File: config.mk
export PLATFORM = sky130hd
export DESIGN_NAME = alu_cmd_driver_flat
export DESIGN_NICKNAME = d
export VERILOG_FILES = /design/src/rtl/alu_pkg.sv /design/src/rtl/alu_cmd_driver_if.sv /design/src/rtl/alu_cmd_fifo.sv /design/src/rtl/alu_cmd_driver.sv /design/src/flat_wrapper.sv
export SDC_FILE = /design/constraint.sdc
export NUM_CORES = 1
export LEC_CHECK = 0
export CAP_MARGIN = 15
export CORE_MARGIN = 1.5
export CORE_UTILIZATION = 45
export CTS_CLUSTER_DIAMETER = 80
export DETAILED_ROUTE_END_ITERATION = 6
export PLACE_DENSITY = 0.74
export SETUP_SLACK_MARGIN = 0.5
export SKIP_CTS_REPAIR_TIMING = 1
export SLEW_MARGIN = 5
export SYNTH_ARGS = -nofsm -noshare
export SYNTH_HDL_FRONTEND = slang
export SYNTH_SLANG_ARGS = --single-unit
File: constraint.sdc
create_clock -name clk -period 2.6 [get_ports clk]
set_input_delay 0.39 -clock clk [delete_from_list [all_inputs] [get_ports clk]]
set_output_delay 0.39 -clock clk [all_outputs]
set_load 0.005 [all_outputs]
File: src/rtl/alu_pkg.sv
// Shared types and constants for the ALU command driver: operation encoding,
// the queued command record, the driver FSM states and the reference arithmetic.
package alu_pkg;

  localparam int ALU_OP_W  = 4;
  localparam int ALU_RES_W = 8;

  typedef enum logic {
    OP_ADD = 1'b0,
    OP_SUB = 1'b1
  } alu_op_e;

  typedef struct packed {
    alu_op_e               op;
    logic [ALU_OP_W-1:0]   a;
    logic [ALU_OP_W-1:0]   b;
  } alu_cmd_t;

  typedef enum logic [1:0] {
    IDLE,
    ISSUE,
    CAPT,
    RESP
  } drv_state_e;

  // Result the ALU should return: zero-extended sum, or difference modulo 2^RES_W.
  function automatic logic [ALU_RES_W-1:0] alu_expect(input alu_op_e op,
                                                      input logic [ALU_OP_W-1:0] a,
                                                      input logic [ALU_OP_W-1:0] b);
    logic [ALU_RES_W-1:0] ax;
    logic [ALU_RES_W-1:0] bx;
    ax = ALU_RES_W'(a);
    bx = ALU_RES_W'(b);
    return (op == OP_SUB) ? (ax - bx) : (ax + bx);
  endfunction

endpackage

File: src/rtl/alu_cmd_driver_if.sv
// Command stream, response stream and ALU operand bus of the command driver.
// master: the driver itself. slave: the host command source plus the ALU.
interface alu_cmd_driver_if #(
  parameter int OP_W  = alu_pkg::ALU_OP_W,
  parameter int RES_W = alu_pkg::ALU_RES_W
);

  logic             cmd_valid;
  logic             cmd_ready;
  logic             cmd_op;
  logic [OP_W-1:0]  cmd_a;
  logic [OP_W-1:0]  cmd_b;

  logic             rsp_valid;
  logic             rsp_ready;
  logic [RES_W-1:0] rsp_y;
  logic             rsp_op;

  logic             alu_en;
  logic             alu_op;
  logic [OP_W-1:0]  alu_a;
  logic [OP_W-1:0]  alu_b;
  logic [RES_W-1:0] alu_y;

  modport master (
    input  cmd_valid, cmd_op, cmd_a, cmd_b, rsp_ready, alu_y,
    output cmd_ready, rsp_valid, rsp_y, rsp_op, alu_en, alu_op, alu_a, alu_b
  );

  modport slave (
    output cmd_valid, cmd_op, cmd_a, cmd_b, rsp_ready, alu_y,
    input  cmd_ready, rsp_valid, rsp_y, rsp_op, alu_en, alu_op, alu_a, alu_b
  );

endinterface

File: src/rtl/alu_cmd_fifo.sv
// Synchronous command FIFO. Pointers wrap naturally because DEPTH is a power of
// two; an explicit occupancy counter distinguishes full from empty.
module alu_cmd_fifo
  import alu_pkg::*;
#(
  parameter int DEPTH = 4
) (
  input  logic                   clk,
  input  logic                   reset,
  input  logic                   push,
  input  alu_cmd_t               push_data,
  input  logic                   pop,
  output alu_cmd_t               pop_data,
  output logic                   full,
  output logic                   empty,
  output logic [$clog2(DEPTH):0] count
);

  localparam int               PTR_W      = $clog2(DEPTH);
  localparam logic [PTR_W:0]   FULL_COUNT = (PTR_W + 1)'(DEPTH);

  alu_cmd_t         mem [DEPTH];
  logic [PTR_W-1:0] wr_ptr;
  logic [PTR_W-1:0] rd_ptr;
  logic             do_push;
  logic             do_pop;

  assign full     = (count == FULL_COUNT);
  assign empty    = (count == '0);
  assign do_push  = push && !full;
  assign do_pop   = pop && !empty;
  assign pop_data = mem[rd_ptr];

  // Pointer and occupancy bookkeeping; push and pop together leave count unchanged.
  // NOTE: state is updated with <= so every register samples pre-edge values.
  always_ff @(posedge clk or negedge reset) begin
    if (!reset) begin
      wr_ptr <= '0;
      rd_ptr <= '0;
      count  <= '0;
    end else begin
      if (do_push) wr_ptr <= wr_ptr + 1'b1;
      if (do_pop)  rd_ptr <= rd_ptr + 1'b1;
      case ({do_push, do_pop})
        2'b10:   count <= count + 1'b1;
        2'b01:   count <= count - 1'b1;
        default: ;
      endcase
    end
  end

  // Entry storage, written on push.
  // NOTE: storage has no reset; entries are only read behind a non-zero count.
  always_ff @(posedge clk) begin
    if (do_push) mem[wr_ptr] <= push_data;
  end

endmodule

File: src/rtl/alu_cmd_driver.sv
// Initiator side of the ALU operand interface: queues add/sub commands, issues
// each as a single alu_en pulse, captures the ALU result and returns it on the
// response stream. One ALU operation is outstanding at a time.
// Optional macro ALU_CHECK_EN adds a sticky chk_err output that flags an ALU
// result differing from the expected sum/difference.
module alu_cmd_driver
  import alu_pkg::*;
#(
  parameter int DEPTH = 4,
  parameter int OP_W  = ALU_OP_W,
  parameter int RES_W = ALU_RES_W
) (
  input  logic                   clk,
  input  logic                   reset,
  alu_cmd_driver_if.master       bus,
  output logic                   busy,
  output logic [$clog2(DEPTH):0] fifo_count
`ifdef ALU_CHECK_EN
  ,
  output logic                   chk_err
`endif
);

  drv_state_e state;
  drv_state_e state_next;
  alu_cmd_t   push_cmd;
  alu_cmd_t   head;
  logic       push;
  logic       pop;
  logic       full;
  logic       empty;
  logic       capture;
  logic       rsp_done;

  assign push_cmd      = '{op: alu_op_e'(bus.cmd_op), a: bus.cmd_a, b: bus.cmd_b};
  assign bus.cmd_ready = !full;
  assign push          = bus.cmd_valid && !full;
  assign busy          = !empty || (state != IDLE);

  alu_cmd_fifo #(.DEPTH(DEPTH)) u_fifo (
    .clk       (clk),
    .reset     (reset),
    .push      (push),
    .push_data (push_cmd),
    .pop       (pop),
    .pop_data  (head),
    .full      (full),
    .empty     (empty),
    .count     (fifo_count)
  );

  // FSM state register.
  always_ff @(posedge clk or negedge reset) begin
    if (!reset) state <= IDLE;
    else        state <= state_next;
  end

  // Next-state: ISSUE and CAPT are single cycles; RESP waits for the consumer.
  // NOTE: every always_comb output gets a default first so no latch is inferred.
  always_comb begin
    state_next = state;
    unique case (state)
      IDLE:    if (!empty) state_next = ISSUE;
      ISSUE:   state_next = CAPT;
      CAPT:    state_next = RESP;
      RESP:    if (bus.rsp_ready) state_next = empty ? IDLE : ISSUE;
      default: state_next = IDLE;
    endcase
  end

  // Per-state actions: when to pop a command, capture the result, retire the response.
  always_comb begin
    pop      = 1'b0;
    capture  = 1'b0;
    rsp_done = 1'b0;
    case (state)
      IDLE:    pop = !empty;
      CAPT:    capture = 1'b1;
      RESP: begin
        rsp_done = bus.rsp_ready;
        pop      = bus.rsp_ready && !empty;
      end
      default: ;
    endcase
  end

  // ALU drive: the pop edge loads operands and raises alu_en for one cycle;
  // operands hold their last value while alu_en is low.
  always_ff @(posedge clk or negedge reset) begin
    if (!reset) begin
      bus.alu_en <= 1'b0;
      bus.alu_op <= 1'b0;
      bus.alu_a  <= '0;
      bus.alu_b  <= '0;
    end else begin
      bus.alu_en <= pop;
      if (pop) begin
        bus.alu_op <= head.op;
        bus.alu_a  <= OP_W'(head.a);
        bus.alu_b  <= OP_W'(head.b);
      end
    end
  end

  // Response register: loaded at the end of CAPT, held until the handshake.
  always_ff @(posedge clk or negedge reset) begin
    if (!reset) begin
      bus.rsp_valid <= 1'b0;
      bus.rsp_y     <= '0;
      bus.rsp_op    <= 1'b0;
    end else if (capture) begin
      bus.rsp_valid <= 1'b1;
      bus.rsp_y     <= RES_W'(bus.alu_y);
      bus.rsp_op    <= bus.alu_op;
    end else if (rsp_done) begin
      bus.rsp_valid <= 1'b0;
    end
  end

`ifdef ALU_CHECK_EN
  // Sticky error flag: the ALU result disagrees with the operands still on the bus.
  always_ff @(posedge clk or negedge reset) begin
    if (!reset) begin
      chk_err <= 1'b0;
    end else if (capture &&
                 (bus.alu_y != alu_expect(alu_op_e'(bus.alu_op), bus.alu_a, bus.alu_b))) begin
      chk_err <= 1'b1;
    end
  end
`endif

endmodule
File: src/flat_wrapper.sv
// flat-port wrapper written by rule: the top's interface ports become plain ports
module alu_cmd_driver_flat import alu_pkg::*;
#(
  parameter int DEPTH = 4,
  parameter int OP_W  = ALU_OP_W,
  parameter int RES_W = ALU_RES_W
)
  (clk, reset, busy, fifo_count, bus_cmd_valid, bus_cmd_op, bus_cmd_a, bus_cmd_b, bus_rsp_ready, bus_alu_y, bus_cmd_ready, bus_rsp_valid, bus_rsp_y, bus_rsp_op, bus_alu_en, bus_alu_op, bus_alu_a, bus_alu_b);
  alu_cmd_driver_if #(.OP_W(OP_W), .RES_W(RES_W)) bus_i ();
  input  logic clk;
  input  logic reset;
  output logic busy;
  output logic [$clog2(DEPTH):0] fifo_count;
  input wire logic [$bits(bus_i.cmd_valid)-1:0] bus_cmd_valid;
  input wire logic [$bits(bus_i.cmd_op)-1:0] bus_cmd_op;
  input wire logic [$bits(bus_i.cmd_a)-1:0] bus_cmd_a;
  input wire logic [$bits(bus_i.cmd_b)-1:0] bus_cmd_b;
  input wire logic [$bits(bus_i.rsp_ready)-1:0] bus_rsp_ready;
  input wire logic [$bits(bus_i.alu_y)-1:0] bus_alu_y;
  output wire logic [$bits(bus_i.cmd_ready)-1:0] bus_cmd_ready;
  output wire logic [$bits(bus_i.rsp_valid)-1:0] bus_rsp_valid;
  output wire logic [$bits(bus_i.rsp_y)-1:0] bus_rsp_y;
  output wire logic [$bits(bus_i.rsp_op)-1:0] bus_rsp_op;
  output wire logic [$bits(bus_i.alu_en)-1:0] bus_alu_en;
  output wire logic [$bits(bus_i.alu_op)-1:0] bus_alu_op;
  output wire logic [$bits(bus_i.alu_a)-1:0] bus_alu_a;
  output wire logic [$bits(bus_i.alu_b)-1:0] bus_alu_b;
  assign bus_i.cmd_valid = bus_cmd_valid;
  assign bus_i.cmd_op = bus_cmd_op;
  assign bus_i.cmd_a = bus_cmd_a;
  assign bus_i.cmd_b = bus_cmd_b;
  assign bus_i.rsp_ready = bus_rsp_ready;
  assign bus_i.alu_y = bus_alu_y;
  assign bus_cmd_ready = bus_i.cmd_ready;
  assign bus_rsp_valid = bus_i.rsp_valid;
  assign bus_rsp_y = bus_i.rsp_y;
  assign bus_rsp_op = bus_i.rsp_op;
  assign bus_alu_en = bus_i.alu_en;
  assign bus_alu_op = bus_i.alu_op;
  assign bus_alu_a = bus_i.alu_a;
  assign bus_alu_b = bus_i.alu_b;
  alu_cmd_driver #(.DEPTH(DEPTH), .OP_W(OP_W), .RES_W(RES_W)) u_core (.clk(clk), .reset(reset), .bus(bus_i), .busy(busy), .fifo_count(fifo_count));
endmodule
==> impl_metrics.csv <==
group,metric,value,unit
run_status,outcome,"complete, no violations",
sta,finalHoldViolCount,0,
synthesis,synth.distinct_cells,31,
sta,setup_viol,0,
placed_design,globalplace.congestion,0.811,
route,routed-via-count,1481,
floorplan,io_pins,46,
cts,cts_tree,"yes",
cts,cts_htree_levels,3,
route,initialDrtViolationCount,86,
critical_path,critPathCaptureType,"flip-flop",
floorplan,rows,27,
floorplan,placeableCoreArea,0.00561,mm2
synthesis,syn_area_per_cell,18.0,um2
synthesis,synthCells,147,
sta,timing.fmax,0.479,GHz
synthesis,synth_seq_area_share,68.1,%
synthesis,synthTopCellsByArea,"edfxtp_1 41%, dfrtp_1 27%, mux2_2 7.6%",
final_layout,syn_to_final_growth,31.9,%
synthesis,synth_warnings,0,
global_routing,antenna_found_initial,0,
job,maxCapViolations,0,
route,via_per_inst,5.16,
global_routing,grt_pass1_wl,7.25,mm
sta,min_period,2.09,ns
power,p_leak,0.00133,uW
synthesis,synthTopCellsByCount,"36 x edfxtp_1, 29 x dfrtp_1, 18 x mux2_2",
power,max-vdd-ir-drop,0.510,mV
cts,clkLatencyLatePin,0.33,ns
critical_path,cp_max_fo,4,
final_layout,final_util,62.4,%
sta,slew_viol_final,0,
route,ant_nets,0,
critical_path,slowest_stage,"or3b_4",
critical_path,critPathLaunchType,"flip-flop",
critical_path,slowest_delay,0.43,ns
synthesis,yosysTopAreaCellShare,40.8,%
worst_hold_path,min_path_type,"in2async",
synthesis,synth_edf_count,36,
cts,cts.sinks,65,
critical_path,timing_worst_setup_path_type,"reg2reg",
global_routing,grt_pass1_vias,1483,
route,wl,4.74,mm
final_layout,nFillCells,448,
final_layout,drive_above_1_share,35.8,%
critical_path,arrival,2.33,ns
cts,cts_buffers,9,
synthesis,synthArstFlopShare,44.6,%
route,drc_errors,0,
route,wl_per_cell,16.5,um
critical_path,cp_num_buf_inv,2,
synthesis,yosysMostFrequentCell,"edfxtp_1",
floorplan,start_util,47.3,%
floorplan,die_h,79.8,um
placed_design,dp_hpwl,3.26,mm
synthesis,syn-cell-area,0.00265,mm2
floorplan,die_area,0.00636,mm2
final_layout,nets,241,
placed_design,portBuffers,45,
global_routing,grt_util_all_layers,16.0,%
sta,fin_skew,0.00873,ns
critical_path,required,2.84,ns
cts,cts-root-buf,"clkbuf_8",
sta,rsz0062_at_grt,"yes",
synthesis,yosysTopAreaCell,"edfxtp_1",
route,drtPass1Iterations,4,
critical_path,crit_family,"simple AND/OR/NAND/NOR gates",
floorplan,die_width,79.8,um
sta,final.period_utilization,80.3,%
synthesis,syn_nets,178,
critical_path,cp_cell_sequence,"or3b_4 -> and2_4 -> inv_2 -> ha_4 -> inv_2 -> fa_2 -> xor2_1 -> nor2_1 -> xor2_1",
cts,cts.path.max_buffers,2,
power,p_per_area,1210,mW/mm2
synthesis,synthFlopType,"edfxtp_1",
sta,worst_slew_pin_slew,0.658,ns
sta,tns,0,ns
cts,clk_pin_slew,0.07,ns
synthesis,synth-seq-cells,65,
final_layout,antenna-diode-count,0,
global_routing,grt_max_degree,30,
global_routing,grt-ovfl-total,0,
sta,slew_headroom,56.1,%
## state kept, by name (all words and copies together), names as in the netlist, 2 cells and up
name / count
u_core.u_fifo.mem: 36
u_core.bus.rsp_y: 8
u_core.bus.alu_a: 4
u_core.bus.alu_b: 4
u_core.u_fifo.count: 3
u_core.state: 2
u_core.u_fifo.rd_ptr: 2
u_core.u_fifo.wr_ptr: 2
## worst reg2reg max path: stages (launching register included)
cell,delay (ns)
dfrtp_2,0.42
or3b_4,0.43
and2_4,0.16
inv_2,0.06
ha_4,0.13
inv_2,0.04
fa_2,0.33
xor2_1,0.15
nor2_1,0.12
xor2_1,0.18
## per-stage QoR
step           cells  hold slack [ns]  instance area, um2  worst slack [ns]  total power (uW)
2_1_floorplan    147           0.0944                2690             0.526              2680
3_3_place_gp     262            0.465                3220             0.322              3230
3_5_place_dp     262            0.469                3220             0.225              3330
4_1_cts          278            0.455                3400             0.214              4140
5_1_grt          287            0.471                3500             0.434              4500
6_report         287            0.451                3500             0.511              4220
## final timing paths
check	start	endpoint	slack, ns	cells after the start
min in group clk	u_core.bus.rsp_valid	u_core.bus.rsp_valid	0.48	1
worst max register to register	u_core.u_fifo.count[0]	u_core.u_fifo.count[2]	0.51	9
worst max-delay path	u_core.u_fifo.count[0]	u_core.u_fifo.count[2]	0.51	9
worst min register to register	u_core.bus.rsp_valid	u_core.bus.rsp_valid	0.48	1
max in group asynchronous	reset	u_core.u_fifo.count[2]	1.84	2
worst min-delay path	reset	u_core.bus.alu_a[3]	0.45	2
## cells by family after synthesis
group                      after synthesis  share of synthesized area, %
AOI/OAI and AO/OA                        6                          1.70
buffers and inverters                   13                          2.03
muxes                                   28                          15.8
adders and majority gates               10                          5.00
and+or+nand+nor                         19                          5.33
xor gates and xnor gates                 6                          1.98
DFF                                     65                          68.1
## cell type report
cell class	instances	area (um2)	area share (%)
sequential	65	1810	51.8
multi-input combinational	69	842	24.1
timing repair buffer	56	536	15.3
clock buffer	10	128	3.65
tap	72	90.1	2.58
clock inverter	6	58.8	1.68
inverter	9	33.8	0.966
## power by group
group | total [uW] | internal, uW | switching, uW | leakage [uW]
Combinational | 1730 | 1070 | 655 | 0.000573
Clock | 794 | 436 | 358 | 0.0000897
Sequential | 1700 | 1460 | 239 | 0.000668
## per-layer routing
layer	vias to the layer above	share of wire (%)	GRT usage, %
met3	10	4.8	4.46
met2	49	50	27.4
met5	-	0	0
met1	750	43	18.9
li1	672	-	-
met4	0	2.2	6.72
## cells in the final DEF (no fill, tap or decap), types with 2 or more instances in the layout
master,n
and2_4,2
inv_1,5
ha_4,3
mux4_2,9
and3_2,4
xnor2_1,2
edfxtp_1,36
clkbuf_8,9
clkdlybuf4s50_1,44
buf_4,11
clkinvlp_4,2
clkinv_2,2
xor2_1,4
ha_1,6
nand2_1,2
dfrtp_1,26
dfrtp_2,3
nand2b_1,2
mux2_2,18
inv_2,4
(Power assumes the default switching activity.)
